$ cat config.mk
export PLATFORM = sky130hd
export DESIGN_NAME = lcd_responder
export DESIGN_NICKNAME = d
export VERILOG_FILES = /design/src/rtl/lcd_responder.sv
export SDC_FILE = /design/constraint.sdc
export NUM_CORES = 1
export LEC_CHECK = 0
export ABC_CLOCK_PERIOD_IN_PS = 2800
export CORE_MARGIN = 10
export CORE_UTILIZATION = 58
export CTS_BUF_LIST = sky130_fd_sc_hd__clkbuf_4 sky130_fd_sc_hd__clkbuf_8
export DETAILED_ROUTE_END_ITERATION = 7
export PLACE_DENSITY = 0.78
export SLEW_MARGIN = 20
export SYNTH_ARGS = -nofsm -noshare
export SYNTH_HDL_FRONTEND = slang
export SYNTH_SLANG_ARGS = --single-unit
$ cat constraint.sdc
create_clock -name sys_clock -period 2.8 [get_ports sys_clock]
set_clock_uncertainty 0.05 [all_clocks]
set_input_delay 0.56 -clock sys_clock [delete_from_list [all_inputs] [get_ports sys_clock]]
set_output_delay 0.56 -clock sys_clock [all_outputs]
set_load 0.05 [all_outputs]
$ cat src/rtl/lcd_responder.sv
// lcd_responder: models the host-facing side of an HD44780-style 2x16 character LCD.
// The host drives a slow, asynchronous rs/rw/en/data bus. This block synchronizes that
// bus, decodes commands and data transfers, and keeps a 32-byte display buffer that a
// scan engine reads through disp_addr/disp_char.
//
// Ports:
//   sys_clock, reset_n       clock and asynchronous active-low reset
//   lcd_rs, lcd_rw, lcd_en   host bus controls; a transfer completes on the falling edge of en
//   lcd_data_in              host write bus
//   lcd_data_out, lcd_data_oe read-return bus and its output enable
//   disp_addr, disp_char     scan port into the display buffer (combinational read)
//   ddram_addr               current address counter
//   busy                     busy flag
//   display_on               display-control D bit
//   overrun                  sticky flag: a write or data read arrived while busy
module lcd_responder #(
    parameter int unsigned BUSY_CYCLES  = 40,
    parameter int unsigned CLEAR_CYCLES = 1600
) (
    input  logic       sys_clock,
    input  logic       reset_n,
    input  logic       lcd_rs,
    input  logic       lcd_rw,
    input  logic       lcd_en,
    input  logic [7:0] lcd_data_in,
    output logic [7:0] lcd_data_out,
    output logic       lcd_data_oe,
    input  logic [4:0] disp_addr,
    output logic [7:0] disp_char,
    output logic [6:0] ddram_addr,
    output logic       busy,
    output logic       display_on,
    output logic       overrun
);

    localparam int unsigned MAX_CYCLES = (CLEAR_CYCLES > BUSY_CYCLES) ? CLEAR_CYCLES : BUSY_CYCLES;
    localparam int unsigned CNT_W      = $clog2(MAX_CYCLES + 1);
    localparam int unsigned BUF_DEPTH  = 32;
    localparam logic [7:0]  BLANK      = 8'h20;

    typedef enum logic {
        FILL_IDLE,
        FILL_RUN
    } fill_state_e;

    // Next address after one step. Line 1 runs 0x00..0x27 and line 2 runs 0x40..0x67;
    // stepping off the end of either line lands on the start of the other.
    function automatic logic [6:0] addr_step(input logic [6:0] a, input logic inc);
        if (inc) begin
            if (a == 7'h27)      return 7'h40;
            else if (a == 7'h67) return 7'h00;
            else                 return a + 7'd1;
        end else begin
            if (a == 7'h40)      return 7'h27;
            else if (a == 7'h00) return 7'h67;
            else                 return a - 7'd1;
        end
    endfunction

    // Maps a DDRAM address to {visible, buffer index}. Only the first 16 cells of
    // each line are backed by the buffer.
    function automatic logic [5:0] addr_map(input logic [6:0] a);
        if (a[6:4] == 3'b000)      return {1'b1, 1'b0, a[3:0]};
        else if (a[6:4] == 3'b100) return {1'b1, 1'b1, a[3:0]};
        else                       return 6'd0;
    endfunction

    // Host bus synchronizer; en_s3_q is kept only to detect the falling edge.
    logic       en_s1_q, en_s2_q, en_s3_q;
    logic       rs_s1_q, rs_s2_q;
    logic       rw_s1_q, rw_s2_q;
    logic [7:0] data_s1_q, data_s2_q;
    logic       oe_q;

    // Architectural state.
    logic [6:0]       addr_q, addr_d;
    logic             inc_q, inc_d;
    logic             disp_on_q, disp_on_d;
    logic             overrun_q, overrun_d;
    logic [CNT_W-1:0] cnt_q, cnt_d;
    logic             busy_q, busy_d;
    fill_state_e      fill_state_q, fill_state_d;
    logic [4:0]       fill_idx_q, fill_idx_d;
    logic [7:0]       buf_q [BUF_DEPTH];
    logic [7:0]       buf_d [BUF_DEPTH];

    logic       strobe;
    logic [5:0] cur_map;
    logic [7:0] rd_byte;

    assign strobe  = en_s3_q & ~en_s2_q;
    assign cur_map = addr_map(addr_q);
    assign rd_byte = cur_map[5] ? buf_q[cur_map[4:0]] : BLANK;

    // Synchronizer and output-enable register. oe_q tracks en_s2 & rw_s2 exactly.
    always_ff @(posedge sys_clock or negedge reset_n) begin
        if (!reset_n) begin
            en_s1_q   <= 1'b0;
            en_s2_q   <= 1'b0;
            en_s3_q   <= 1'b0;
            rs_s1_q   <= 1'b0;
            rs_s2_q   <= 1'b0;
            rw_s1_q   <= 1'b0;
            rw_s2_q   <= 1'b0;
            data_s1_q <= 8'h00;
            data_s2_q <= 8'h00;
            oe_q      <= 1'b0;
        end else begin
            en_s1_q   <= lcd_en;
            en_s2_q   <= en_s1_q;
            en_s3_q   <= en_s2_q;
            rs_s1_q   <= lcd_rs;
            rs_s2_q   <= rs_s1_q;
            rw_s1_q   <= lcd_rw;
            rw_s2_q   <= rw_s1_q;
            data_s1_q <= lcd_data_in;
            data_s2_q <= data_s1_q;
            oe_q      <= en_s1_q & rw_s1_q;
        end
    end

    // State register.
    always_ff @(posedge sys_clock or negedge reset_n) begin
        if (!reset_n) begin
            addr_q       <= 7'h00;
            inc_q        <= 1'b1;
            disp_on_q    <= 1'b0;
            overrun_q    <= 1'b0;
            cnt_q        <= '0;
            busy_q       <= 1'b0;
            fill_state_q <= FILL_IDLE;
            fill_idx_q   <= 5'd0;
            for (int i = 0; i < BUF_DEPTH; i++) begin
                buf_q[i] <= BLANK;
            end
        end else begin
            addr_q       <= addr_d;
            inc_q        <= inc_d;
            disp_on_q    <= disp_on_d;
            overrun_q    <= overrun_d;
            cnt_q        <= cnt_d;
            busy_q       <= busy_d;
            fill_state_q <= fill_state_d;
            fill_idx_q   <= fill_idx_d;
            buf_q        <= buf_d;
        end
    end

    // Next-state: clear fill, then transfer decode on the strobe cycle.
    always_comb begin
        addr_d       = addr_q;
        inc_d        = inc_q;
        disp_on_d    = disp_on_q;
        overrun_d    = overrun_q;
        cnt_d        = (cnt_q != '0) ? cnt_q - CNT_W'(1) : '0;
        fill_state_d = fill_state_q;
        fill_idx_d   = fill_idx_q;
        buf_d        = buf_q;

        // Clear fill blanks one entry per cycle; it always finishes inside the
        // busy window, so no accepted write can collide with it.
        if (fill_state_q == FILL_RUN) begin
            buf_d[fill_idx_q] = BLANK;
            fill_idx_d        = fill_idx_q + 5'd1;
            if (fill_idx_q == 5'd31) begin
                fill_state_d = FILL_IDLE;
            end
        end

        if (strobe) begin
            if (!rw_s2_q) begin
                if (busy_q) begin
                    overrun_d = 1'b1;
                end else if (!rs_s2_q) begin
                    cnt_d = CNT_W'(BUSY_CYCLES);
                    casez (data_s2_q)
                        8'b1???????: addr_d = data_s2_q[6:0];
                        8'b01??????,
                        8'b001?????: ;
                        8'b0001????: addr_d = addr_step(addr_q, data_s2_q[2]);
                        8'b00001???: disp_on_d = data_s2_q[2];
                        8'b000001??: inc_d = data_s2_q[1];
                        8'b0000001?: begin
                            addr_d = 7'h00;
                            cnt_d  = CNT_W'(CLEAR_CYCLES);
                        end
                        8'b00000001: begin
                            addr_d       = 7'h00;
                            inc_d        = 1'b1;
                            cnt_d        = CNT_W'(CLEAR_CYCLES);
                            fill_state_d = FILL_RUN;
                            fill_idx_d   = 5'd0;
                        end
                        default: ;
                    endcase
                end else begin
                    cnt_d = CNT_W'(BUSY_CYCLES);
                    if (cur_map[5]) begin
                        buf_d[cur_map[4:0]] = data_s2_q;
                    end
                    addr_d = addr_step(addr_q, inc_q);
                end
            end else if (rs_s2_q) begin
                // Data read: a busy read returns nothing and leaves the address alone.
                if (busy_q) begin
                    overrun_d = 1'b1;
                end else begin
                    addr_d = addr_step(addr_q, inc_q);
                end
            end
        end

        busy_d = (cnt_d != '0);
    end

    // Read-return mux; lcd_data_out is a fixed port name, so it stays a decode of
    // registered state rather than a register of its own.
    always_comb begin
        lcd_data_out = 8'h00;
        if (oe_q) begin
            if (!rs_s2_q)     lcd_data_out = {busy_q, addr_q};
            else if (!busy_q) lcd_data_out = rd_byte;
        end
    end

    assign lcd_data_oe = oe_q;
    assign disp_char   = buf_q[disp_addr];
    assign ddram_addr  = addr_q;
    assign busy        = busy_q;
    assign display_on  = disp_on_q;
    assign overrun     = overrun_q;

endmodule

==> results_dict.tcl, run 1 <==
set metrics [dict create \
    outcome "finished, violations left" \
    violations "setup timing" \
    remaining_drc_errors 0 \
    netlist.area_leader.share 0.386 \
    setup_viol_count_final 16 \
    clock_latency_ns 0.65 \
    layout_commonest_cell "nand2_1" \
    grt.overflow.total 0 \
    fp-row-count 64 \
    core_um2 30400 \
    die_h_um 195 \
    syn-instance-count 1909 \
    arrival_ns 2.98 \
    ys_types 73 \
    drive_gt1_frac 0.283 \
    hold_class "input pin to flip-flop" \
    ioPinCount 45 \
    relSlewSlack 0.494 \
    powerDensity_nw_per_um2 724 \
    wl_per_cell_um 27.0 \
    path_cells "buf_6 -> or3b_4 -> o221ai_1 -> a31oi_1 -> nor3_1 -> a31oi_1 -> a221o_1 -> buf_12" \
    nets 2085 \
    holdWs_ns 0.294 \
    path_delay_family "compound AO/OA/AOI/OAI gates" \
    cts-root-buf "clkbuf_8" \
    gp_congestion 1.14 \
    crit_type "flip-flop to output port" \
    end_kind "output port" \
    area_delta_synth_final_pct 21.0 \
    fin_crit_sh 1.28 \
    setup_tns_ns -8.83 \
    syn_area_per_cell_um2 9.34 \
    detail-route-antenna-nets 0 \
    vdd_ir_drop_max_uv 537 \
    clkSlewWorstSetupHoldPaths_ns 0.07 \
    yosys_warnings 0 \
    synth_edf_count 0 \
    design.die.area_um2 38100 \
    finalMaxSlewViolations 0 \
    synth_area_leaders "dfrtp_1 (39%), mux4_2 (14%), nand2_1 (12%), o21ai_0 (6.7%), dfstp_2 (4.9%)" \
    yosysTopAreaCell "dfrtp_1" \
    hold_violations 0 \
    synth_seq_cells 308 \
    netlist_area_um2 17800 \
    ys_seq_area_frac 0.435 \
    clk_path_buf_depth 3 \
    synthFlopType "dfrtp_1" \
    fmax_mhz 279 \
    slowest_stage "dfrtp_2" \
    antenna_found_initial 0 \
    critical-path-max-stage-delay_ns 0.48 \
    post-place-ws_ns -0.346 \
    via_per_inst 6.71 \
    clock_sinks 308 \
    drt_first_pass_iters 8 \
    period_minus_slack_ns 3.59 \
    leakage_nw 8.76 \
    place_hpwl_um 47400 \
    cp.required_ns 2.19 \
    tightest_slew_ns 0.754 \
    worst-path-max-fanout 9 \
    max_cap_violations 0 \
    io_buffers 44 \
    grt_pass1_vias 16138 \
    final_cell_area_um2 21600 \
    start_util 0.586 \
    rsz0062_at_grt "yes" \
    start_kind "flip-flop" \
    placed_area_um2 19800 \
    fillers 2293 \
    async_flop_share 1.00 \
    numCtsBuffers 54 \
    grt_first_pass_wirelength_um 101000 \
    grt.total_usage 0.347 \
    syn-num-nets 1937 \
    fin_ws_ns -0.787 \
    ctsHtreeMaxLevel 2 \
    final_cell_mix "nand2_1 (555), dfrtp_1 (255), o21ai_0 (235), buf_4 (170), mux4_2 (110)" \
    drt_first_iter_violations 2306 \
    vias 16767 \
    cts_tree "yes" \
    dieWidth_um 195 \
    critPathBufInv 2 \
    cp_common_cell "a31oi_1" \
    wl_um 67400 \
    grt_max_degree 83 \
]
-- synth_stat cells (all sizes together) (9+ instances only) --
master and count:
o21ai 276, clkbuf 56, o211ai 11, dfrtp 275, dfstp 33, a21oi 78
nor2 99, o221ai 12, nor3 20, buf 102, o22ai 26, mux2 23
nand3 22, nor2b 9, a211oi 9, nand2 562, ha 10, nand2b 9
mux2i 22, and2 10, xnor2 10, or3 11, mux4 110, a31oi 17
-- through the flow --
step           cells  power (mW)  utilization
2_1_floorplan   1909        8.39            -
3_3_place_gp    2365        10.2        0.649
3_5_place_dp    2365        10.2        0.649
4_1_cts         2488        15.1        0.702
5_1_grt         2498        16.1        0.709
6_report        2499        15.6        0.709
-- routing by layer --
| metal | up-vias | part of all wire | GRT usage |
|---|---|---|---|
| met1 | 8104 | 0.35 | 0.425 |
| met5 | - | 0 | 0 |
| met4 | 0 | 0.074 | 0.208 |
| li1 | 7054 | - | - |
| met3 | 360 | 0.12 | 0.0815 |
| met2 | 1249 | 0.46 | 0.552 |
-- power by group --
group | switching, mW | internal, mW | leakage [nW]
Clock | 2.02 | 2.70 | 0.647
Combinational | 3.45 | 2.60 | 4.06
Sequential | 0.230 | 4.63 | 4.05
-- worst reg2reg max path, stage by stage (launching register included) --
cell     delay (ns)
dfrtp_2        0.42
buf_12         0.14
buf_6          0.11
nor2_4         0.14
buf_4          0.15
buf_4          0.14
and3_4         0.25
nand2_2        0.31
nor2_2         0.58
o21ai_0        0.22
-- final cells by class --
| type | count | area (um2) | area share |
|---|---|---|---|
| multi-input combinational | 1434 | 9590 | 0.445 |
| sequential | 308 | 7780 | 0.361 |
| timing repair buffer | 249 | 2450 | 0.113 |
| clock buffer | 90 | 1070 | 0.0496 |
| tap | 396 | 495 | 0.0230 |
| clock inverter | 11 | 150 | 0.00696 |
| inverter | 10 | 37.5 | 0.00174 |
| antenna | 1 | 2.50 | 0.000116 |
-- flip-flops by register name, summed over array words and instances (netlist names), 5 cells and up --
| signal | flops |
|---|---|
| buf_q | 256 |
| data_s1_q | 8 |
| fill_idx_q | 5 |
| ddram_addr | 7 |
| cnt_q | 11 |
| data_s2_q | 8 |
-- logic make-up after synthesis --
| group | share of synthesized area |
|---|---|
| fa+ha+maj | 0.00702 |
| xor+xnor | 0.00737 |
| buf+inv | 0.0418 |
| compound gates | 0.152 |
| simple gates | 0.191 |
| mux | 0.166 |
| flops | 0.435 |
-- worst paths after layout --
kind	startpoint	slack, ns	cells past startpoint	end
max in group asynchronous	reset_n	1.43	3	buf_q[21]
min in group asynchronous	reset_n	0.50	2	cnt_q[2]
max reg2reg	ddram_addr[4]	0.12	9	buf_q[59]
max	ddram_addr[5]	-0.79	8	lcd_data_out[0]
min reg2reg	data_s1_q[6]	0.29	0	data_s2_q[6]
min	lcd_rs	0.29	1	rs_s1_q
-- what timing repair did --
item | CTS | global route
endpoints found under the hold margin | 57 | 0
pin swaps | 15 | 19
gates cloned | 1 | 1
hold buffers | 1 | 0
buffers inserted | 20 | 9
setup endpoints to repair | 18 | 18
resized for setup | 49 | 41
Note: power is estimated with default switching activity, not from simulation.
==> run 2: changes to the inputs <==
--- a/config.mk
+++ b/config.mk
@@ -5,9 +5,10 @@
 export SDC_FILE = /design/constraint.sdc
 export NUM_CORES = 1
 export LEC_CHECK = 0
-export ABC_CLOCK_PERIOD_IN_PS = 2800
+export ABC_AREA = 1
+export ABC_CLOCK_PERIOD_IN_PS = 3600
 export CORE_MARGIN = 10
-export CORE_UTILIZATION = 58
+export CORE_UTILIZATION = 60
 export CTS_BUF_LIST = sky130_fd_sc_hd__clkbuf_4 sky130_fd_sc_hd__clkbuf_8
 export DETAILED_ROUTE_END_ITERATION = 7
 export PLACE_DENSITY = 0.78
==> constraint.sdc (replaced) <==
create_clock -name sys_clock -period 3.6 [get_ports sys_clock]
set_clock_uncertainty 0.05 [all_clocks]
set_input_delay 0.72 -clock sys_clock [delete_from_list [all_inputs] [get_ports sys_clock]]
set_output_delay 0.72 -clock sys_clock [all_outputs]
set_load 0.05 [all_outputs]
==> run 2 against run 1 <==
Against the previous run:
- the run now ends clean
- clock power is 24% lower
- sequential power is 24% lower
- register-to-register slack better by 0.37 ns
- via count is 19% higher
- hold slack worse by 0.28 ns
- sequential cell count stayed put
- non-clock buffer count is 80 lower
- critical endpoint is now lcd_data_out[1]
==> results_dict.tcl, run 2 <==
set metrics [dict create \
    cts-root-buf "clkbuf_8" \
    ys_seq_area_frac 0.421 \
    rsz0062_at_grt "yes" \
    total_power_mw 12.0 \
    wl_um 71900 \
    relSlewSlack 0.195 \
    numCtsBuffers 53 \
    drive_gt1_frac 0.141 \
    grt.overflow.total 0 \
    grt_pass1_vias 18438 \
    detail-route-antenna-nets 0 \
    layout_commonest_cell "nand2_1" \
    comb_power_share 0.396 \
    worst-path-max-fanout 7 \
    cp.required_ns 2.83 \
    reg_top3 "buf_q (256), cnt_q (11)" \
    fmax_mhz 278 \
    area_delta_synth_final_pct 20.1 \
    vias 19969 \
    drt_first_iter_violations 2804 \
    nets 2773 \
    yosys-top-cells-count "nand2_1 (496), o21ai_0 (462), nor2_1 (411)" \
    grt_first_pass_wirelength_um 106000 \
    slowest_stage "dfrtp_2" \
    start_util 0.606 \
    synth_edf_count 0 \
    path_cells "inv_2 -> nand2_4 -> nor2_4 -> buf_12 -> buf_12 -> clkbuf_16 -> nand3_2 -> nor2_2 -> nor2_1 -> nand2_1 -> nand3_2 -> nand2_2 -> nand2_1 -> a21oi_2 -> buf_12" \
    wl_per_cell_um 22.6 \
    grt_max_degree 85 \
    die_h_um 195 \
    dieWidth_um 195 \
    fin_crit_sh 0.998 \
    ioPinCount 45 \
    max_cap_violations 0 \
    syn-instance-count 2678 \
    place_hpwl_um 45700 \
    gp_congestion 1.01 \
    finalMaxSlewViolations 0 \
    netlist.area_leader.share 0.373 \
    period_minus_slack_ns 3.59 \
    clock_latency_ns 0.66 \
    fp-row-count 64 \
    syn-num-nets 2706 \
    remaining_drc_errors 0 \
    clock_sinks 308 \
    hold_class "input pin to asynchronous set/reset pin" \
    ys_types 37 \
    clk_path_buf_depth 3 \
    crit_type "flip-flop to output port" \
    setup_viol_count_final 0 \
    largest_reg_flops 256 \
    regMostFlops "buf_q" \
    fin_ws_ns 0.00554 \
    swShare 0.402 \
    p_sw_mw 4.83 \
    cts_tree "yes" \
    ctsHtreeMaxLevel 2 \
    post-place-ws_ns -0.146 \
    holdWs_ns 0.0130 \
    io_buffers 44 \
    outcome "complete, no violations" \
    core_um2 30400 \
    syn_area_per_cell_um2 6.88 \
    async_flop_share 1.00 \
    power_frac_seq 0.307 \
    clkSlewWorstSetupHoldPaths_ns 0.07 \
    post-synth-top-count-cell "nand2_1" \
    power_frac_clock 0.297 \
    hold_violations 0 \
    design.die.area_um2 38100 \
    final_cell_mix "nand2_1 (468), o21ai_0 (447), nor2_1 (396), inv_1 (295), dfrtp_1 (271)" \
    p_int_mw 7.16 \
    postCtsHoldBufs 0 \
    tightest_slew_ns 1.21 \
    grt.total_usage 0.349 \
    drt_first_pass_iters 7 \
    start_kind "flip-flop" \
    antenna_found_initial 0 \
    via_per_inst 6.27 \
    arrival_ns 2.82 \
    netlist_area_um2 18400 \
    synth_seq_cells 308 \
    end_kind "output port" \
    powerDensity_nw_per_um2 542 \
    vdd_ir_drop_max_uv 475 \
    leakage_nw 10.2 \
    yosysTopAreaCell "dfrtp_1" \
    yosys_warnings 0 \
    critical-path-max-stage-delay_ns 0.45 \
    synth_area_leaders "dfrtp_1 (37%), o21ai_0 (13%), nand2_1 (10%), nor2_1 (8.4%), nand3_1 (6.4%)" \
    cp_common_cell "buf_12" \
    synthFlopType "dfrtp_1" \
]
## run 2: final cells by class
type                       count  area (um2)
fill                        2508        8300
timing repair buffer         169        2140
tap                          396         495
antenna                        1        2.50
sequential                   308        7750
clock inverter                16         115
inverter                     308        1190
multi-input combinational   1905        9360
clock buffer                  83        1070
## run 2: stage by stage
stage / utilization / setup TNS, ns / std cells / instance area [um2]
floorplan: - / 0 / 2678 / 18400
global placement: 0.653 / -0.234 / 3050 / 19900
detailed placement: 0.653 / -0.191 / 3050 / 19900
CTS: 0.699 / 0 / 3159 / 21300
global route: 0.727 / -0.169 / 3185 / 22100
finish: 0.727 / 0 / 3186 / 22100
## run 2: what timing repair did
action,in CTS,in global routing
endpoints found under the setup margin,10,16
pin swaps,2,55
gates resized for setup,32,139
setup buffers,9,16
cloned,1,10
## run 2: cell families (layout without fill, tap and decap cells)
kind of cell / after synthesis / count (layout) / share of synthesized area
XOR/XNOR: 12 / 12 / 0.00570
AO/OA/AOI/OAI: 636 / 636 / 0.182
adder cells (fa/ha/maj): 10 / 10 / 0.00679
flip-flops: 308 / 308 / 0.421
buffers and inverters: 465 / 576 / 0.0968
other: 0 / 1 / 0
AND/OR/NAND/NOR: 1247 / 1247 / 0.289
## run 2: final timing paths
kind / start / end / slack [ns] / depth (start not counted)
setup reg to reg: busy / buf_q[171] / 0.49 / 8
setup / recovery: ddram_addr[5] / lcd_data_out[1] / 0.006 / 15
hold reg to reg: data_s1_q[5] / data_s2_q[5] / 0.29 / 0
max in group asynchronous: reset_n / buf_q[253] / 2.57 / 2
hold / removal: reset_n / buf_q[140] / 0.01 / 1
min in group sys_clock: data_s1_q[5] / data_s2_q[5] / 0.29 / 0
## run 2: worst max-delay path: cells and delay by family, from the launching register on
kind	cells	cell delay, ns
and+or+nand+nor	9	0.86
buffers and inverters	5	0.69
DFF	1	0.45
AOI/OAI and AO/OA	1	0.19
## run 2: power groups by stage
stage	Combinational [mW]	Sequential, mW	Clock (mW)
2_1_floorplan	2.12	3.79	0
3_3_place_gp	3.61	3.73	0
3_5_place_dp	3.65	3.74	0
4_1_cts	3.84	3.68	3.56
5_1_grt	4.97	3.70	3.71
6_report	4.74	3.68	3.56
## run 2: per-layer routing
layer | wire length, um | vias up | global-route usage
met4 | 4980 | 0 | 0.193
met1 | 26900 | 9223 | 0.459
met3 | 9910 | 380 | 0.0913
met2 | 30100 | 1515 | 0.516
met5 | 0 | - | 0
li1 | - | 8851 | -
